===== config.mk =====
export PLATFORM = sky130hd
export DESIGN_NAME = fetch_unit_flat
export DESIGN_NICKNAME = d
export VERILOG_FILES = /design/src/rtl/fetch_unit_if.sv /design/src/rtl/fetch_unit.sv /design/src/flat_wrapper.sv
export SDC_FILE = /design/constraint.sdc
export NUM_CORES = 1
export LEC_CHECK = 0
export BUFFER_PORTS_ARGS = -buffer_cell sky130_fd_sc_hd__buf_2
export CAP_MARGIN = 25
export CORE_ASPECT_RATIO = 1.2
export CORE_MARGIN = 10
export CORE_UTILIZATION = 58
export DETAILED_ROUTE_END_ITERATION = 8
export PLACE_DENSITY = 0.79
export RECOVER_POWER = 50
export SYNTH_ARGS = -nofsm -noshare
export SYNTH_HDL_FRONTEND = slang
export SYNTH_SLANG_ARGS = --single-unit
export TNS_END_PERCENT = 100

===== constraint.sdc =====
create_clock -name clk -period 5.9 [get_ports clk]
set_input_delay 0.885 -clock clk [delete_from_list [all_inputs] [get_ports clk]]
set_output_delay 0.885 -clock clk [all_outputs]
set_load 0.02 [all_outputs]

===== src/rtl/fetch_unit_if.sv =====
// Fetch-stage bus: instruction-memory request/response plus the four-wide instruction buffer port.
// master = fetch unit, slave = memory/buffer side.
interface fetch_unit_if;
  logic        redirect;
  logic [31:0] redirect_pc;
  logic [2:0]  in_count;
  logic        imem_req;
  logic [31:0] imem_addr;
  logic [31:0] imem_rdata1;
  logic [31:0] imem_rdata2;
  logic [31:0] imem_rdata3;
  logic [31:0] imem_rdata4;
  logic [31:0] Iin1;
  logic [31:0] Iin2;
  logic [31:0] Iin3;
  logic [31:0] Iin4;
  logic        Iin1Valid;
  logic        Iin2Valid;
  logic        Iin3Valid;
  logic        Iin4Valid;
  logic [31:0] fetch_pc;

  modport master (
    input  redirect, redirect_pc, in_count,
    input  imem_rdata1, imem_rdata2, imem_rdata3, imem_rdata4,
    output imem_req, imem_addr,
    output Iin1, Iin2, Iin3, Iin4,
    output Iin1Valid, Iin2Valid, Iin3Valid, Iin4Valid,
    output fetch_pc
  );

  modport slave (
    output redirect, redirect_pc, in_count,
    output imem_rdata1, imem_rdata2, imem_rdata3, imem_rdata4,
    input  imem_req, imem_addr,
    input  Iin1, Iin2, Iin3, Iin4,
    input  Iin1Valid, Iin2Valid, Iin3Valid, Iin4Valid,
    input  fetch_pc
  );
endinterface


===== src/rtl/fetch_unit.sv =====
// 4-wide sequential fetch into a circular queue; request in t -> Iin valid in t+2; requests stall while
// queue+inflight would exceed QDEPTH-4, pops clamp to occupancy. FETCH_PERF_EN adds fetch_stall_cycles.
module fetch_unit #(
  parameter logic [31:0] RESET_PC = 32'h0000_0000,
  parameter int unsigned QDEPTH   = 8
) (
  input  logic        clk,
  input  logic        reset,
`ifdef FETCH_PERF_EN
  output logic [31:0] fetch_stall_cycles,
`endif
  fetch_unit_if.master bus
);

  localparam int PW = $clog2(QDEPTH);
  localparam int CW = PW + 1;

  typedef logic [PW-1:0] ptr_t;
  typedef logic [CW-1:0] cnt_t;

  logic [31:0] pc;
  logic [31:0] queue [QDEPTH];
  ptr_t        head;
  ptr_t        tail;
  cnt_t        count;
  logic        inflight;

  cnt_t        ic_eff;
  cnt_t        pop;
  cnt_t        level;
  logic        push;
  logic        req;
  logic [31:0] wdata [4];
  logic [31:0] head_word [4];
  logic [3:0]  vld;
  logic        unused_pc_bits;

  assign wdata[0] = bus.imem_rdata1;
  assign wdata[1] = bus.imem_rdata2;
  assign wdata[2] = bus.imem_rdata3;
  assign wdata[3] = bus.imem_rdata4;
  assign unused_pc_bits = ^bus.redirect_pc[1:0];

  // level is both the occupancy after this cycle and the request-gating term
  always_comb begin
    ic_eff = (bus.in_count > 3'd4) ? cnt_t'(4) : cnt_t'(bus.in_count);
    pop    = (ic_eff < count) ? ic_eff : count;
    level  = count - pop + (inflight ? cnt_t'(4) : cnt_t'(0));
    push   = inflight && !bus.redirect;
    req    = reset && !bus.redirect && (level <= cnt_t'(QDEPTH - 4));
  end

  always_ff @(posedge clk or negedge reset) begin
    if (!reset) begin
      pc       <= RESET_PC;
      head     <= '0;
      tail     <= '0;
      count    <= '0;
      inflight <= 1'b0;
    end else if (bus.redirect) begin
      pc       <= {bus.redirect_pc[31:2], 2'b00};
      head     <= '0;
      tail     <= '0;
      count    <= '0;
      inflight <= 1'b0;
    end else begin
      head     <= head + ptr_t'(pop);
      count    <= level;
      inflight <= req;
      if (push) tail <= tail + ptr_t'(4);
      if (req)  pc   <= pc + 32'd16;
    end
  end

  always_ff @(posedge clk) begin
    if (push) begin
      for (int k = 0; k < 4; k++) begin
        queue[tail + ptr_t'(k)] <= wdata[k];
      end
    end
  end

  always_comb begin
    for (int k = 0; k < 4; k++) begin
      vld[k]       = cnt_t'(k) < count;
      head_word[k] = vld[k] ? queue[head + ptr_t'(k)] : 32'h0;
    end
  end

  assign bus.imem_req  = req;
  assign bus.imem_addr = pc;
  assign bus.fetch_pc  = pc;
  assign bus.Iin1      = head_word[0];
  assign bus.Iin2      = head_word[1];
  assign bus.Iin3      = head_word[2];
  assign bus.Iin4      = head_word[3];
  assign bus.Iin1Valid = vld[0];
  assign bus.Iin2Valid = vld[1];
  assign bus.Iin3Valid = vld[2];
  assign bus.Iin4Valid = vld[3];

`ifdef FETCH_PERF_EN
  // Counts starved cycles: nothing queued and nothing on its way
  always_ff @(posedge clk or negedge reset) begin
    if (!reset) begin
      fetch_stall_cycles <= '0;
    end else if (count == '0 && !inflight && !bus.redirect && fetch_stall_cycles != 32'hFFFF_FFFF) begin
      fetch_stall_cycles <= fetch_stall_cycles + 32'd1;
    end
  end
`endif

endmodule


===== src/flat_wrapper.sv =====
// flat-port wrapper written by rule: the top's interface ports become plain ports
module fetch_unit_flat 
#(
  parameter logic [31:0] RESET_PC = 32'h0000_0000,
  parameter int unsigned QDEPTH   = 8
)
  (clk, reset, bus_redirect, bus_redirect_pc, bus_in_count, bus_imem_rdata1, bus_imem_rdata2, bus_imem_rdata3, bus_imem_rdata4, bus_imem_req, bus_imem_addr, bus_Iin1, bus_Iin2, bus_Iin3, bus_Iin4, bus_Iin1Valid, bus_Iin2Valid, bus_Iin3Valid, bus_Iin4Valid, bus_fetch_pc);
  fetch_unit_if bus_i ();
  input  logic clk;
  input  logic reset;
  input wire logic [$bits(bus_i.redirect)-1:0] bus_redirect;
  input wire logic [$bits(bus_i.redirect_pc)-1:0] bus_redirect_pc;
  input wire logic [$bits(bus_i.in_count)-1:0] bus_in_count;
  input wire logic [$bits(bus_i.imem_rdata1)-1:0] bus_imem_rdata1;
  input wire logic [$bits(bus_i.imem_rdata2)-1:0] bus_imem_rdata2;
  input wire logic [$bits(bus_i.imem_rdata3)-1:0] bus_imem_rdata3;
  input wire logic [$bits(bus_i.imem_rdata4)-1:0] bus_imem_rdata4;
  output wire logic [$bits(bus_i.imem_req)-1:0] bus_imem_req;
  output wire logic [$bits(bus_i.imem_addr)-1:0] bus_imem_addr;
  output wire logic [$bits(bus_i.Iin1)-1:0] bus_Iin1;
  output wire logic [$bits(bus_i.Iin2)-1:0] bus_Iin2;
  output wire logic [$bits(bus_i.Iin3)-1:0] bus_Iin3;
  output wire logic [$bits(bus_i.Iin4)-1:0] bus_Iin4;
  output wire logic [$bits(bus_i.Iin1Valid)-1:0] bus_Iin1Valid;
  output wire logic [$bits(bus_i.Iin2Valid)-1:0] bus_Iin2Valid;
  output wire logic [$bits(bus_i.Iin3Valid)-1:0] bus_Iin3Valid;
  output wire logic [$bits(bus_i.Iin4Valid)-1:0] bus_Iin4Valid;
  output wire logic [$bits(bus_i.fetch_pc)-1:0] bus_fetch_pc;
  assign bus_i.redirect = bus_redirect;
  assign bus_i.redirect_pc = bus_redirect_pc;
  assign bus_i.in_count = bus_in_count;
  assign bus_i.imem_rdata1 = bus_imem_rdata1;
  assign bus_i.imem_rdata2 = bus_imem_rdata2;
  assign bus_i.imem_rdata3 = bus_imem_rdata3;
  assign bus_i.imem_rdata4 = bus_imem_rdata4;
  assign bus_imem_req = bus_i.imem_req;
  assign bus_imem_addr = bus_i.imem_addr;
  assign bus_Iin1 = bus_i.Iin1;
  assign bus_Iin2 = bus_i.Iin2;
  assign bus_Iin3 = bus_i.Iin3;
  assign bus_Iin4 = bus_i.Iin4;
  assign bus_Iin1Valid = bus_i.Iin1Valid;
  assign bus_Iin2Valid = bus_i.Iin2Valid;
  assign bus_Iin3Valid = bus_i.Iin3Valid;
  assign bus_Iin4Valid = bus_i.Iin4Valid;
  assign bus_fetch_pc = bus_i.fetch_pc;
  fetch_unit #(.RESET_PC(RESET_PC), .QDEPTH(QDEPTH)) u_core (.clk(clk), .reset(reset), .bus(bus_i));
endmodule

==> results.cfg, run 1 <==
[grt]
grt_usage = 0.2737
grt_pass1_vias = 15920
antenna_found_initial = 8
grt-ovfl-total = 0
grt_pass1_wl_mm = 89.96
grt_max_degree = 89

[synthesis]
synth-main-ff-cell = edfxtp_1
synth_compound_area_frac = 0.02087
yosysTopAreaCell = edfxtp_1
synthSimpleGateAreaFrac = 0.1452
synth_edf_count = 256
synth.distinct_cells = 44
async_flop_share = 0.1322
synthCells = 1721
synth_top_cell_area_share = 0.3863
synthAdderAreaFrac = 0.008676
yosys-mux-area-fraction = 0.3171
syn_area_um2 = 19900
synth.avg_cell_area_um2 = 11.56
synth_top_family_by_area = multiplexers
yosys_warnings = 0
synth_xor_area_frac = 0.01559
synth-seq-cells = 295
ys_seq_area_frac = 0.4353
synthTopCellsByArea = edfxtp_1, mux4_2, nand2_1

[timing]
fin_crit_sh = 0.8966
tightest_slew_ps = 3459
fmax_mhz = 189.0
setup_violations = 0
final-max-slew-violation-count = 272
period_minus_slack_ps = 5290
grt_setup_unrepaired = false
finalClockSkew_ps = 14.44
setup_tns_ps = 0
finalWorstSetupSlack_ps = 609.8
slew-limit-headroom = -1.319
finalHoldViolations = 0
holdWs_ps = 518.6

[run_status]
outcome = finished, violations left
violations = max-capacitance violations, max-slew violations

[setup_path]
critPathTopFamily = buffers and inverters
startpoint_type = input port
crit_type = in -> reg
required_ps = 6210
endpoint_kind = flip-flop
crit_chain = clkbuf_1 -> nand3b_1 -> clkbuf_1 -> inv_2 -> buf_4 -> nand2_1 -> nand2_1
slowest_delay_ps = 2100
crit_fanout = 68
cp_slowest_cell = clkbuf_1
worstPathBufferInverterCount = 4
arrival_ps = 5600

[finish]
drive_gt1_frac = 0.3133
regArea_um2 = 8675
layoutNonFillerInstCount = 2407
area_delta_synth_final_pct = 13.84
multiInputGateArea_um2 = 10180
fillers = 2486
nets = 2101

[floorplan]
die-area_um2 = 42150
row_count = 74
die_w_um = 189.1
initial_core_util = 0.5857
die_h_um = 222.9
core-area_um2 = 33980
io_pins = 363

[pwr]
max-vdd-ir-drop_v = 0.0003915
leakagePower_nw = 8.602
finalPower_mw = 12.44
power.density_nw_per_um2 = 549.2

[drt]
totalWireLength_mm = 59.42
viasPerCell = 6.382
drtPass1Iterations = 6
drt_iter0_markers = 1710
ant_nets = 0
vias = 15360
drc = 0
routedWlPerCell_um = 24.69

[hold_path]
hold_class = in -> reg

[placement]
pre_cts_slack_ps = 854.6
gp_congestion = 0.8451
place_hpwl_mm = 38.94
place_inst = 2346
portBuffers = 356

[clock_network]
clockBufferDepth = 3
cts_buffers = 30
root_buffer = clkbuf_16
cts_max_level = 1
cts_setup_buffers = 0
cts_tree = built
holdBufCountCts = 0
clock_sinks = 295
insertion_delay_ps = 580
ctsResizeCount = 0
clk_transition_reported_paths_ps = 60

[job]
cap_violations = 5
-- sequential cells by signal, indices dropped and copies added, names as in the netlist --
register and flops:
u_core.count 4, u_core.bus.fetch_pc 30, u_core.tail 1, u_core.inflight 1, u_core.queue 256, u_core.head 3
-- where the power goes --
part | total [mW] | switching, mW | internal, mW
clock | 2.19 | 0.830 | 1.36
sequential | 2.70 | 0.285 | 2.41
combinational | 7.55 | 4.39 | 3.16
-- synth_stat cells, types with 11 or more instances --
cell type and instances:
edfxtp_1 256, dfrtp_1 39, o21ai_1 11, nand2_1 571, mux2i_1 86, inv_1 25
xnor2_1 24, buf_4 34, a21oi_1 48, nor2_1 95, buf_1 16, clkbuf_1 117
o21ai_0 19, buf_2 51, mux4_2 241
-- tightest hold or removal path: stages --
cell     delay, ps
buf_2           70
nand2_1         40
o21ai_0         50
-- metrics by stage --
step	utilization	area, um2
global placement	0.6337	21530
detailed placement	0.6366	21630
CTS	0.6705	22780
floorplan	-	19910
global route	0.6667	22660
finish	0.6667	22660
-- routing by layer --
metal | global-route usage | vias to the layer above | routed length (um)
met3 | 0.05321 | 201 | 5546
met1 | 0.3207 | 7582 | 20540
met5 | 0 | - | 37
met2 | 0.4736 | 962 | 30460
met4 | 0.1341 | 8 | 2837
li1 | - | 6609 | -
-- cell type report --
type / count / share of cell area
inverter: 29 / 0.005191
antenna: 4 / 0.0004418
clock inverter: 23 / 0.01579
multi-input combinational: 1180 / 0.4495
sequential: 295 / 0.3829
timing repair buffer: 387 / 0.08599
clock buffer: 33 / 0.03501
tap: 456 / 0.02518
-- layout by cell type (no fill, tap or decap), types with 6 or more instances in the layout --
| master | synthesis | final |
|---|---|---|
| ha_1 | 9 | 8 |
| bufinv_16 | 0 | 9 |
| nor3_1 | 9 | 9 |
| o21ai_1 | 11 | 11 |
| buf_2 | 51 | 263 |
| mux2i_1 | 86 | 86 |
| nor4_1 | 7 | 7 |
| nor2b_1 | 6 | 6 |
| nand2_1 | 571 | 571 |
| inv_1 | 25 | 23 |
| mux4_2 | 241 | 241 |
| edfxtp_1 | 256 | 256 |
| o21ai_0 | 19 | 19 |
| clkbuf_1 | 117 | 98 |
| nor2_1 | 95 | 92 |
| a21oi_1 | 48 | 47 |
| xnor2_1 | 24 | 24 |
| buf_4 | 34 | 20 |
| dfrtp_1 | 39 | 36 |
| nand3_1 | 9 | 9 |
| clkbuf_16 | 0 | 31 |
-- logic make-up after synthesis --
group	Yosys count
muxes	329
other	1
buffers and inverters	249
AOI/OAI and AO/OA	80
xor gates and xnor gates	32
DFF	295
and+or+nand+nor	723
adders and majority gates	12
-- worst paths after layout --
kind | start | end | slack [ps] | cells after the start
min | bus_redirect_pc[12] | u_core.bus.fetch_pc[12]$_DFFE_PN0P_ | 520 | 3
max reg2reg | u_core.inflight$_DFF_PN0_ | u_core.queue[5][14]$_DFFE_PP_ | 660 | 6
min in group asynchronous | reset | u_core.bus.fetch_pc[18]$_DFFE_PN0P_ | 1060 | 2
max in group asynchronous | reset | u_core.head[0]$_DFF_PN0_ | 3280 | 2
max | bus_redirect | u_core.queue[5][14]$_DFFE_PP_ | 610 | 7
min reg2reg | u_core.bus.fetch_pc[3]$_DFFE_PN0P_ | u_core.bus.fetch_pc[3]$_DFFE_PN0P_ | 570 | 1
No activity file was read; power rests on OpenSTA's default activity.
==> inputs of run 2 (changes only) <==
CORE_UTILIZATION = 57   (was 58)
PLACE_DENSITY = 0.77   (was 0.79)
clock period = 5.77 ns   (was 5.9 ns; I/O delays follow)
==> results.cfg, run 2 (synthesized netlist as in run 1, its figures left out) <==
[run_status]
violations = max-capacitance violations, max-slew violations
outcome = finished, violations left

[finish]
nets = 2099
regArea_um2 = 8675
drive_gt1_frac = 0.3109
final_cell_mix = nand2_1, buf_2, edfxtp_1, mux4_2, clkbuf_1
area_delta_synth_final_pct = 13.36
top_register = u_core.queue
final_common_cell = nand2_1
fillers = 2568
largest_reg_flops = 256
multiInputGateArea_um2 = 10180

[timing]
finalClockSkew_ps = 7.884
finalHoldViolations = 0
fmax_mhz = 184.5
period_minus_slack_ps = 5419
setup_tns_ps = 0
slew-limit-headroom = -0.7050
final-max-slew-violation-count = 282
grt_setup_unrepaired = false
finalWorstSetupSlack_ps = 350.5
setup_violations = 0
fin_crit_sh = 0.9393
tightest_slew_ps = 2558

[floorplan]
io_pins = 363
die_w_um = 190.6
row_count = 74
die-area_um2 = 42820
core-area_um2 = 34260
die_h_um = 224.7
initial_core_util = 0.5809

[grt]
grt_max_degree = 98
grt_usage = 0.2652
grt_pass1_wl_mm = 88.02
grt-ovfl-total = 0
grt_pass1_vias = 15560
antenna_found_initial = 7

[setup_path]
crit_type = reg -> reg
r2r_setup_slack_ps = 350
endpoint_kind = flip-flop
r2r_end = u_core.queue[3][27]$_DFFE_PP_
startpoint_type = flip-flop
crit_fanout = 55
r2r-start = u_core.inflight$_DFF_PN0_
required_ps = 6070
arrival_ps = 5720
reg2regPathDepth = 6

[clock_network]
ctsResizeCount = 0
insertion_delay_ps = 560
cts_tree = built
cts_buffers = 29
clockBufferDepth = 3
cts_max_level = 1
holdBufCountCts = 0
cts_setup_buffers = 0
clock_sinks = 295
clk_transition_reported_paths_ps = 60
root_buffer = clkbuf_16

[pwr]
leakagePower_nw = 8.563
power_frac_clock = 0.168
max-vdd-ir-drop_v = 0.0004780
comb_power_share = 0.610
internal_power_mw = 6.961
p_switching_mw = 5.580
pwr-share-seq = 0.221
p_sw_frac = 0.4449
power.density_nw_per_um2 = 555.9

[drt]
drt_iter0_markers = 1736
vias = 15260
drtPass1Iterations = 6
ant_nets = 0
totalWireLength_mm = 58.78
viasPerCell = 6.353
drc = 0
routedWlPerCell_um = 24.47

[placement]
place_hpwl_mm = 38.20
gp_congestion = 0.8794
portBuffers = 356
pre_cts_slack_ps = 728.3

[job]
cap_violations = 5

[hold_path]
min_to = u_core.bus.fetch_pc[9]$_DFFE_PN0P_
hold_path_depth = 3
min-delay-start = bus_redirect_pc[9]
hold_class = in -> reg
## run 2: cell types whose count changed in the layout (fill, tap and decap cells not counted), sizes merged
cell / before / now
diode: 4 / 3
clkbuf: 132 / 131
inv: 29 / 28
clkinvlp: 4 / 3
bufinv: 9 / 8
buf: 288 / 287
clkinv: 10 / 11
## run 2: power by group through the flow
stage	clock network, mW	logic (mW)	registers (mW)
3_5_place_dp	0	7.68	2.82
2_1_floorplan	0	5.64	2.62
4_1_cts	2.12	7.71	2.77
3_3_place_gp	0	7.56	2.81
6_report	2.11	7.66	2.78
5_1_grt	2.21	8.17	2.81
## run 2: routing by layer
layer  global-route usage  part of all wire
met4              0.09334             0.032
met3              0.06192              0.11
met2               0.4683              0.52
met5                    0           0.00078
met1               0.3099              0.33
## run 2: worst max-delay path, stage by stage (launching register included)
cell      delay, ps
dfrtp_1         440
or3b_2          430
clkbuf_1       1640
inv_1          1660
buf_4           700
nand2_1         160
nand2_1          70
## run 2: worst max path at each step
stage | end | slack [ps] | start
2_1_floorplan | bus_imem_req | 1070 | bus_in_count[1]
3_3_place_gp | bus_imem_req | 830 | bus_in_count[2]
3_5_place_dp | bus_imem_req | 730 | bus_in_count[2]
4_1_cts | bus_imem_req | 660 | u_core.count[1]$_DFF_PN0_
5_1_grt | u_core.queue[2][25]$_DFFE_PP_ | 260 | u_core.inflight$_DFF_PN0_
6_report | u_core.queue[3][27]$_DFFE_PP_ | 350 | u_core.inflight$_DFF_PN0_
## run 2: stage by stage
stage               utilization  hold WS (ps)  cells  power, mW  instance area, um2
floorplan                     -         516.0   1724      8.264               19910
global placement         0.6277         509.0   2339      10.36               21500
detailed placement       0.6289         509.3   2341      10.50               21540
CTS                      0.6599         358.1   2394      12.61               22610
global route             0.6585         516.1   2402      13.19               22560
finish                   0.6585         505.7   2402      12.54               22560
## run 2: final cells by class
| cell class | instances | share of cell area |
|---|---|---|
| Antenna cell | 3 | 0.0003328 |
| Clock buffer | 32 | 0.03311 |
| Clock inverter | 21 | 0.01392 |
| Inverter | 29 | 0.005213 |
| Multi-Input combinational cell | 1180 | 0.4514 |
| Sequential cell | 295 | 0.3845 |
| Tap cell | 456 | 0.02529 |
| Timing Repair Buffer | 386 | 0.08624 |
